[src/rtl/pipeline_hazard_control.sv]
// ---------------------------------------------------------------------------
// pipeline_hazard_control
//
// Pipeline control unit for the five-stage CPU. It decides, every cycle, what
// each pipeline latch does (load, hold or load a bubble) and whether the PC
// may advance. It also tracks data-memory waits and halt in a small FSM, and
// keeps two saturating debug counters.
//
// Ports:
//   CLK               in   system clock, rising edge
//   nRST              in   synchronous active-low reset
//   ihit              in   instruction cache delivered a valid instruction
//   dhit              in   data cache finished the MEM-stage access
//   dmemREN_mem       in   MEM-stage instruction reads data memory
//   dmemWEN_mem       in   MEM-stage instruction writes data memory
//   memread_ex        in   EX-stage instruction is a load
//   rd_ex      [4:0]  in   EX-stage destination register
//   rs_dec     [4:0]  in   decode-stage source register rs
//   rt_dec     [4:0]  in   decode-stage source register rt
//   branch_taken_mem  in   branch/jump resolved taken in MEM
//   halt_mem          in   halt instruction in MEM
//   fd_state   [1:0]  out  fetch/decode latch control
//   de_state   [1:0]  out  decode/execute latch control
//   em_state   [1:0]  out  execute/memory latch control
//   mw_state   [1:0]  out  memory/writeback latch control
//                          (00 enable, 01 stall/hold, 10 nop/load zeros)
//   pc_en             out  PC register write enable
//   halted            out  CPU halted
//   stall_cycles [15:0] out saturating count of non-halted cycles with pc_en=0
//   flush_count  [15:0] out saturating count of taken-branch flushes
// ---------------------------------------------------------------------------
module pipeline_hazard_control (
  input  logic        CLK,
  input  logic        nRST,
  input  logic        ihit,
  input  logic        dhit,
  input  logic        dmemREN_mem,
  input  logic        dmemWEN_mem,
  input  logic        memread_ex,
  input  logic [4:0]  rd_ex,
  input  logic [4:0]  rs_dec,
  input  logic [4:0]  rt_dec,
  input  logic        branch_taken_mem,
  input  logic        halt_mem,
  output logic [1:0]  fd_state,
  output logic [1:0]  de_state,
  output logic [1:0]  em_state,
  output logic [1:0]  mw_state,
  output logic        pc_en,
  output logic        halted,
  output logic [15:0] stall_cycles,
  output logic [15:0] flush_count
);

  localparam logic [1:0] PIPE_ENABLE = 2'b00;
  localparam logic [1:0] PIPE_STALL  = 2'b01;
  localparam logic [1:0] PIPE_NOP    = 2'b10;

  typedef enum logic [1:0] {
    RUN    = 2'b00,
    DWAIT  = 2'b01,
    HALTED = 2'b10
  } state_t;

  state_t      state_reg;
  state_t      state_next;
  logic [15:0] stall_cycles_reg;
  logic [15:0] flush_count_reg;

  logic        dmem_wait;
  logic        load_use;
  logic        flush_sel;
  logic        stall_inc;
  logic        flush_inc;

  // A MEM-stage access that has not completed freezes the whole pipe.
  assign dmem_wait = (dmemREN_mem | dmemWEN_mem) & ~dhit;

  // Register 0 is hardwired zero, so a load targeting it never creates a
  // dependency.
  assign load_use = memread_ex && (rd_ex != 5'd0) &&
                    ((rd_ex == rs_dec) || (rd_ex == rt_dec));

  // Latch control and next state, evaluated in priority order. DWAIT and RUN
  // share the same rules: a DWAIT cycle without dhit re-selects the memory
  // wait, and the dhit cycle falls through to the lower-priority rules.
  always_comb begin
    fd_state   = PIPE_ENABLE;
    de_state   = PIPE_ENABLE;
    em_state   = PIPE_ENABLE;
    mw_state   = PIPE_ENABLE;
    pc_en      = 1'b1;
    halted     = 1'b0;
    flush_sel  = 1'b0;
    state_next = RUN;

    if (!nRST) begin
      // Reset overrides everything, including HALTED and DWAIT.
      fd_state   = PIPE_NOP;
      de_state   = PIPE_NOP;
      em_state   = PIPE_NOP;
      mw_state   = PIPE_NOP;
      pc_en      = 1'b0;
      halted     = 1'b0;
      state_next = RUN;
    end else if (state_reg == HALTED) begin
      fd_state   = PIPE_STALL;
      de_state   = PIPE_STALL;
      em_state   = PIPE_STALL;
      mw_state   = PIPE_STALL;
      pc_en      = 1'b0;
      halted     = 1'b1;
      state_next = HALTED;
    end else if (halt_mem) begin
      // Let the halt retire into writeback, squash everything younger.
      fd_state   = PIPE_NOP;
      de_state   = PIPE_NOP;
      em_state   = PIPE_NOP;
      mw_state   = PIPE_ENABLE;
      pc_en      = 1'b0;
      state_next = HALTED;
    end else if (dmem_wait) begin
      // Checked before the branch so a branch that also touches memory
      // waits for dhit first, then flushes.
      fd_state   = PIPE_STALL;
      de_state   = PIPE_STALL;
      em_state   = PIPE_STALL;
      mw_state   = PIPE_STALL;
      pc_en      = 1'b0;
      state_next = DWAIT;
    end else if (branch_taken_mem) begin
      // The three younger instructions are wrong-path; PC loads the target.
      fd_state   = PIPE_NOP;
      de_state   = PIPE_NOP;
      em_state   = PIPE_NOP;
      mw_state   = PIPE_ENABLE;
      pc_en      = 1'b1;
      flush_sel  = 1'b1;
    end else if (load_use) begin
      // Hold the dependent instruction in decode and put a bubble behind
      // the load; next cycle the load is in MEM and forwarding covers it.
      fd_state   = PIPE_STALL;
      de_state   = PIPE_NOP;
      em_state   = PIPE_ENABLE;
      mw_state   = PIPE_ENABLE;
      pc_en      = 1'b0;
    end else if (!ihit) begin
      // Fetch has nothing valid yet: feed a bubble into decode.
      fd_state   = PIPE_NOP;
      de_state   = PIPE_ENABLE;
      em_state   = PIPE_ENABLE;
      mw_state   = PIPE_ENABLE;
      pc_en      = 1'b0;
    end
  end

  assign stall_inc = (state_reg != HALTED) && !pc_en &&
                     (stall_cycles_reg != 16'hFFFF);
  assign flush_inc = flush_sel && (flush_count_reg != 16'hFFFF);

  always_ff @(posedge CLK) begin
    if (!nRST) begin
      state_reg        <= RUN;
      stall_cycles_reg <= 16'd0;
      flush_count_reg  <= 16'd0;
    end else begin
      state_reg <= state_next;
      if (stall_inc) begin
        stall_cycles_reg <= stall_cycles_reg + 16'd1;
      end
      if (flush_inc) begin
        flush_count_reg <= flush_count_reg + 16'd1;
      end
    end
  end

  assign stall_cycles = stall_cycles_reg;
  assign flush_count  = flush_count_reg;

endmodule

[config.mk]
export PLATFORM = sky130hd
export DESIGN_NAME = pipeline_hazard_control
export DESIGN_NICKNAME = d
export VERILOG_FILES = /design/src/rtl/pipeline_hazard_control.sv
export SDC_FILE = /design/constraint.sdc
export NUM_CORES = 1
export LEC_CHECK = 0
export ABC_CLOCK_PERIOD_IN_PS = 2500
export CORE_MARGIN = 2
export CORE_UTILIZATION = 55
export CTS_CLUSTER_SIZE = 28
export DETAILED_ROUTE_END_ITERATION = 6
export DONT_BUFFER_PORTS = 1
export PLACE_DENSITY_LB_ADDON = 0.05
export SYNTH_ARGS = -nofsm -noshare
export SYNTH_HDL_FRONTEND = slang
export SYNTH_SLANG_ARGS = --single-unit
[constraint.sdc]
create_clock -name CLK -period 2.5 [get_ports CLK]
set_clock_uncertainty 0.05 [all_clocks]
set_input_delay 0.375 -clock CLK [delete_from_list [all_inputs] [get_ports CLK]]
set_output_delay 0.375 -clock CLK [all_outputs]
set_load 0.005 [all_outputs]
==> results.txt, run 1 <==
The flow ran to the end, and the final reports show no timing, DRC or antenna violations. The clock network latency to the later pin of the worst-skew pair came out at 0.35 ns. The storage element area is 681 um^2. Timing would allow up to 0.415 GHz. The critical path's largest stage delay is 0.56 ns. The first-pass GRT wire length came out at 7400 um. Counting the fill cells in the layout gives 307. The wire-length estimate of the detail-placed layout is 3290 um.

The total met2 wirelength after detailed routing came out at 2220 um. The CTS sink count is 34. The detailed-route wire length is 4410 um.

STA classifies the critical path startpoint as a flip-flop. The placer congestion estimate came out at 0.852. The number of synthesized register bits is 34. The number of antenna violations at the first check in global routing was 0. The clock network fraction of total power is 38.3%. After detailed routing, the average wire length per cell comes to 15.1 um. The synthesized area per cell is 8.11 um^2. The required time of the critical path came out at 2.74 ns. The worst path buffer plus inverter count is 0. The clock passes through at most 2 buffers. The clock tree from TritonCTS is done.

The fraction of power consumed by combinational cells came out at 9.8%. Wire segments on met3 add up to 315 um in the final route. The final antenna-violating net count is 0. The worst setup path is captured at a flip-flop.

Across every metal layer, demand over resource in global routing totals 22.6%. The worst ir drop on vdd is 0.374 mV. The clock period minus worst slack is 2.41 ns. The mapped netlist covers 0.00197 mm^2. The number of setup buffers added after CTS is 0.

In this run, CTS created clock tree buffers numbering 5. The average via count per standard cell is 6.28. The net count after synthesis is 269.

The minimum hold slack is 0.0429 ns. The total via count after detailed routing is 1833. The count of routing violations after the opening detailed-route iteration is 117. Once the floorplan was initialized, standard cells occupied 58.1% of the core.

The net switching power figure is 266 uW. The number of H-tree levels is 2. Sequential cells account for 51.9% of the total power. The fraction of power spent switching nets is 24.8%. Once placement completed, the tool counted placed cells totaling 284.

The number of violations of the max-capacitance limit came out at 0. The pre-antenna-repair detailed-routing pass consisted of 4 iterations. The count of pins over their slew limit is 0. The count of buffers inserted at the top-level ports is 0. The total negative slack is 0 ns. The internal power of the cells came out at 805 uW. The core area is 0.00339 mm^2. Setup repair after global routing left no endpoint under its margin. Dividing the final minimum period by the clock period gives 96.4%. During I/O placement, the number of pins put on the boundary was 66.

Entering global routing, the biggest net connects 26 pins. The most used flip-flop cell after synthesis is dfxtp_1. The share of the yosys chip area belonging to registers is 34.5%. The signal on the critical path passes through ha_2 -> nand4_1 -> nor4_2 -> or4b_4 -> or4_4 -> or4_1 -> nand2_1. Summed over all cells, the static leakage comes to 0.000685 uW. The number of global-route vias before repair is 1665. Yosys printed 0 warnings.

The number of nets at the end of the flow is 271. The slew at the pin closest to its max-slew limit is 0.527 ns. Relative to the synthesized area, the layout overhead comes to 7.05%. The cell sitting at the root of the clock tree is a clkbuf_4. The maximum fanout encountered on the critical timing path came out at 6.

The async set-or-reset flop fraction in the synthesized netlist came out at 0%. Of the cells placed in the final design, the portion with a size suffix greater than 1 is 9.35%. In this design, the largest share of critical-path delay is due to simple AND/OR/NAND/NOR gates. In this run the top signal layer used is met4.

For this design the ratio of total power to cell area is 508 mW/mm^2. The worst slew margin relative to its limit is 64.6%. The y dimension of the die came out at 63.9 um. The remaining routing DRC violations came out at 0.

The endpoint arrival time on the critical path is 2.65 ns. The worst min-delay path category is primary input to flip-flop. Yosys mapped a number of flops with a built-in enable equal to 0. The area occupied by multi-input gates came out at 0.00123 mm^2.

The count of placed standard cells in the final layout, fillers left out came out at 292. The number of instances in the synthesized netlist is 243. The floorplan step defined a die boundary enclosing 0.00408 mm^2. The largest individual stage delay along the critical path comes from the cell or4b_4. After clock tree synthesis, the clock-pin slew on the worst setup and hold paths is 0.12 ns. The met1 routed wirelength after detailed routing is 1810 um. The number of rows created at floorplan is 21. The critical path in this run is classified as flip-flop to flip-flop. The number of distinct library cell variants in the gate-level netlist after synthesis came out at 37.

The hold violation count in the final report came out at 0. The final global-route overflow total is 0. In this run the horizontal extent of the chip is 63.9 um. Setup violations remaining at the end of the flow were counted as 0.

The number of antenna diodes in the final layout is 0.
-- per-stage QoR --
step / setup slack [ns] / utilization, % / instance area [um^2] / power, uW
after floorplan: 0.183 / - / 1970 / 653
after global placement: 0.203 / 59.6 / 2020 / 667
after detailed placement: 0.0787 / 59.6 / 2020 / 673
after CTS: 0.0341 / 62.1 / 2100 / 1080
after global routing: 0.00215 / 62.2 / 2110 / 1120
final: 0.0912 / 62.2 / 2110 / 1070
-- cell usage in the layout, fill, tap and decap left out, types with 9 or more instances in the layout --
master    synthesis  final
dfxtp_1          34     34
nand2_1          29     29
nor2_1           23     23
xnor2_1          19     19
nand3_1          13     13
nor4_1           12     12
a21oi_1          11     11
mux2i_1          11     11
nand2b_1         10     10
o21ai_0           9      9
-- power by group through the flow --
stage,clock network (uW),logic [uW],registers [uW]
global placement,0,100,567
finish,411,105,556
CTS,416,105,556
global route,438,120,557
floorplan,0,82.3,570
detailed placement,0,104,568
-- synth_stat cells (all sizes together) (3+ instances only) --
library cell	instances	share of area (%)
nand4	8	3.6
nand2	29	5.5
o31ai	5	1.9
dfxtp	34	35
or3	7	2.2
o21ai	9	2.3
nor2b	3	0.95
mux2i	11	5.6
nand3	14	4.2
inv	5	0.95
nor4	13	4.4
nand2b	10	3.2
nor2	23	4.4
xnor2	19	8.4
a21oi	11	2.8
and3	5	1.6
clkbuf	8	1.5
nor3	3	0.76
or4	8	3.1
-- metal layers --
layer	global-route usage (%)	up-vias
met5	0	-
met4	7.88	0
met3	7.75	8
met2	40.2	68
met1	24.7	876
li1	-	881
-- path summary, 6_finish.rpt --
path                                startpoint                            end  slack (ns)  cells after the start
setup / recovery  stall_cycles[0]$_SDFFE_PN0P_  stall_cycles[11]$_SDFFE_PN0P_        0.09                      7
hold / removal                        halt_mem        state_reg[0]$_SDFF_PP0_        0.04                      1
hold reg to reg    flush_count[8]$_SDFFE_PN0P_    flush_count[8]$_SDFFE_PN0P_        0.49                      1
setup reg to reg  stall_cycles[0]$_SDFFE_PN0P_  stall_cycles[11]$_SDFFE_PN0P_        0.09                      7
-- timing repair --
item | CTS | global route
setup endpoints to repair | 0 | 1
hold buffers | 0 | 0
endpoints found under the hold margin | 0 | 0
resized for setup | 0 | 2
-- final cells by class --
| type | instances | area share [%] |
|---|---|---|
| timing repair buffer | 5 | 1.78 |
| clock inverter | 3 | 2.14 |
| tap | 46 | 2.73 |
| sequential | 34 | 32.3 |
| multi-input combinational | 193 | 58.2 |
| clock buffer | 5 | 1.78 |
| inverter | 6 | 1.07 |
-- cell families after synthesis --
group | count (synthesis) | share of synthesized area [%]
and+or+nand+nor | 127 | 36.0
DFF | 34 | 34.5
AOI/OAI and AO/OA | 33 | 10.3
xor gates and xnor gates | 20 | 8.89
buffers and inverters | 16 | 3.43
muxes | 11 | 5.59
adders and majority gates | 2 | 1.27
-- worst register-to-register path: stages (launching register included) --
cell	delay (ns)
dfxtp_1	0.34
ha_2	0.21
nand4_1	0.11
nor4_2	0.08
or4b_4	0.56
or4_4	0.51
or4_1	0.42
nand2_1	0.08
No activity file was read; power rests on OpenSTA's default activity.
==> run 2, diff against run 1 <==
--- a/config.mk
+++ b/config.mk
@@ -11,7 +11,8 @@
 export CTS_CLUSTER_SIZE = 28
 export DETAILED_ROUTE_END_ITERATION = 6
 export DONT_BUFFER_PORTS = 1
-export PLACE_DENSITY_LB_ADDON = 0.05
+export PLACE_DENSITY = 0.7
+export SKIP_LAST_GASP = 1
 export SYNTH_ARGS = -nofsm -noshare
 export SYNTH_HDL_FRONTEND = slang
 export SYNTH_SLANG_ARGS = --single-unit
==> run 2 against run 1 <==
Hold slack gained 0.0048 ns. Die area is the same. Highest routed layer unchanged. Critical path depth is the same. Worst setup slack gained 0.052 ns. Sequential power is essentially flat. Critical path type unchanged. Cell count grew 0.34%. Wire length shrank 6.0%. Count of clock-buffer cells in the layout grew 1. Final area grew 0.95%. Non-clock buffer count grew 2. Register-to-register slack gained 0.05 ns. Sequential share of layout area shrank 0.30 points. Largest cell class unchanged.
==> results.txt, run 2 (synthesis results as in run 1) <==
The clock network is responsible for 38.8% of the overall power. From synthesis to final layout, the design area changed by 8.06%. The fraction of power consumed by combinational cells is 10.1%. The number of antenna violations at the first check in global routing came out at 0.

The initial core utilization came out at 58.1%. The core utilization of the finished layout came out at 62.8%. The final layout contains routed wiring with a total length of 4150 um. STA puts the critical path data required time at 2.74 ns. The worst min-delay path category is primary input to flip-flop. The run finished with clean final reports. After detailed routing, the average wire length per cell comes to 14.2 um.

The clock period could shrink to 2.36 ns. The floorplan has 21 rows. Along the worst path, the maximum fanout reaches 6. The pin count of the biggest net entering global routing is 26. The net switching power figure came out at 254 uW.

The number of gates resized after CTS was 0. The HPWL after detailed placement is 2960 um. The CTS sink count is 34.

The internal power of the cells is 831 uW. The count of buffers inserted at the top-level ports is 0. The number of antenna diodes in the final layout is 0. The minimum setup slack in the final design came out at 0.143 ns. STA classifies the critical path endpoint as a flip-flop. The worst-case IR drop observed on VDD is 0.294 mV.

Setup violations remaining at the end of the flow were counted as 0. The worst setup path is of the flip-flop to flip-flop kind. The global router's overall resource usage is 22.0%. The number of H-tree levels came out at 2. The total via count after detailed routing came out at 1759. For this design the ratio of total power to cell area is 510 mW/mm^2. The category of the worst setup path launch point is a flip-flop. Summed over all cells, the static leakage comes to 0.000706 uW.

The chip width is 63.9 um. The root buffer cell chosen for the clock tree is clkbuf_4. The floorplan step set the die height to 63.9 um. Setup repair after global routing left no endpoint under its margin. The total negative slack came out at 0 ns. For this run, the detailed router's first-pass iteration total came to 4. The top cell types in the final layout, fill and taps aside, are dfxtp_1, nand2_1, nor2_1. The endpoint arrival time on the critical path came out at 2.60 ns. Counting the fill cells in the layout gives 305. The die area came out at 0.00408 mm^2. The total area inside the core boundary comes to 0.00339 mm^2.

The buffer count from post-CTS setup fixing is 0. Tracing the worst setup path back leads to its startpoint at stall_cycles[0]$_SDFFE_PN0P_. The final global-route overflow total came out at 0. Routability-driven placement finished with a final weighted congestion of 0.760.

The number of global-route vias before repair came out at 1606. The startpoint identified for the worst register-to-register timing path is stall_cycles[0]$_SDFFE_PN0P_. For this design the top-level I/O count stands at 66.

The final layout contains 273 nets. The most frequent standard cell in the layout excluding fill and tap cells is dfxtp_1. The remaining routing DRC violations is 0. The clock-pin slew of the registers on the worst-case setup and hold paths came out at 0.10 ns. The launch instance of the worst min-delay path is halt_mem. The final critical path takes up 94.3% of the cycle.

The number of hold buffers added after CTS is 0. The pre-CTS setup slack is 0.155 ns. The proportion of layout cells with a drive suffix above 1 is 8.91%. The count of routing violations after the opening detailed-route iteration came out at 125. The hold violation count in the final report is 0. The fraction of power spent switching nets came out at 23.4%. Of the total power, registers draw 51.1%. The first global-routing pass estimated 7180 um of wire. The highest clock frequency the design can meet came out at 0.424 GHz. The slew at the pin closest to its max-slew limit came out at 0.515 ns. The average via count per standard cell is 6.00. The number of clock buffers inserted by TritonCTS is 5. The worst slew margin relative to its limit is 65.4%. The number of violations of the max-capacitance limit is 0. The detail route stage leaves a number of antenna-violating nets equal to 0. The clock network latency to the later pin of the worst-skew pair is 0.34 ns. The count of pins over their slew limit is 0.

TritonCTS built the clock tree. The clock passes through at most 2 buffers.
==> run 2: worst max-delay path, cell delays in order, from the launching register on <==
cell	delay (ns)
dfxtp_1	0.33
ha_1	0.23
nand4_1	0.11
nor4_2	0.07
or4b_4	0.55
or4_1	0.49
or4_1	0.40
nand2_1	0.07
==> run 2: worst paths after layout <==
check	end	slack, ns	cells after the start
setup / recovery	stall_cycles[11]$_SDFFE_PN0P_	0.14	7
hold / removal	state_reg[0]$_SDFF_PP0_	0.05	1
setup reg to reg	stall_cycles[11]$_SDFFE_PN0P_	0.14	7
hold reg to reg	flush_count[8]$_SDFFE_PN0P_	0.48	1
==> run 2: metal layers <==
layer  vias to the layer above  global-route usage (%)  share of wire, %
li1                        885                       -                 -
met1                       806                    28.9                48
met3                         6                    7.57               7.9
met5                         -                       0                 0
met2                        62                    33.6                43
met4                         0                    7.34               1.4
==> run 2: layout make-up <==
class	count	area [um^2]	share of cell area, %
multi-input combinational	193	1220	57.4
sequential	34	681	32.0
timing repair buffer	7	65.1	3.06
tap	46	57.6	2.70
clock buffer	6	51.3	2.41
clock inverter	1	30.0	1.41
inverter	6	22.5	1.06
==> run 2: metrics by stage <==
stage                     power [uW]  hold WS (ns)  cell area, um^2  cells
after global routing            1130        0.0347             2130    293
after CTS                       1090        0.0380             2130    293
after global placement           675         0.407             2050    286
after floorplan                  653         0.404             1970    243
after detailed placement         677         0.408             2050    286
final                           1090        0.0477             2130    293
==> run 2: power groups by stage <==
stage               Clock [uW]  Sequential [uW]  Combinational (uW)
global placement             0              566                 109
floorplan                    0              570                82.3
detailed placement           0              567                 110
global route               447              555                 123
CTS                        430              554                 111
finish                     421              554                 110
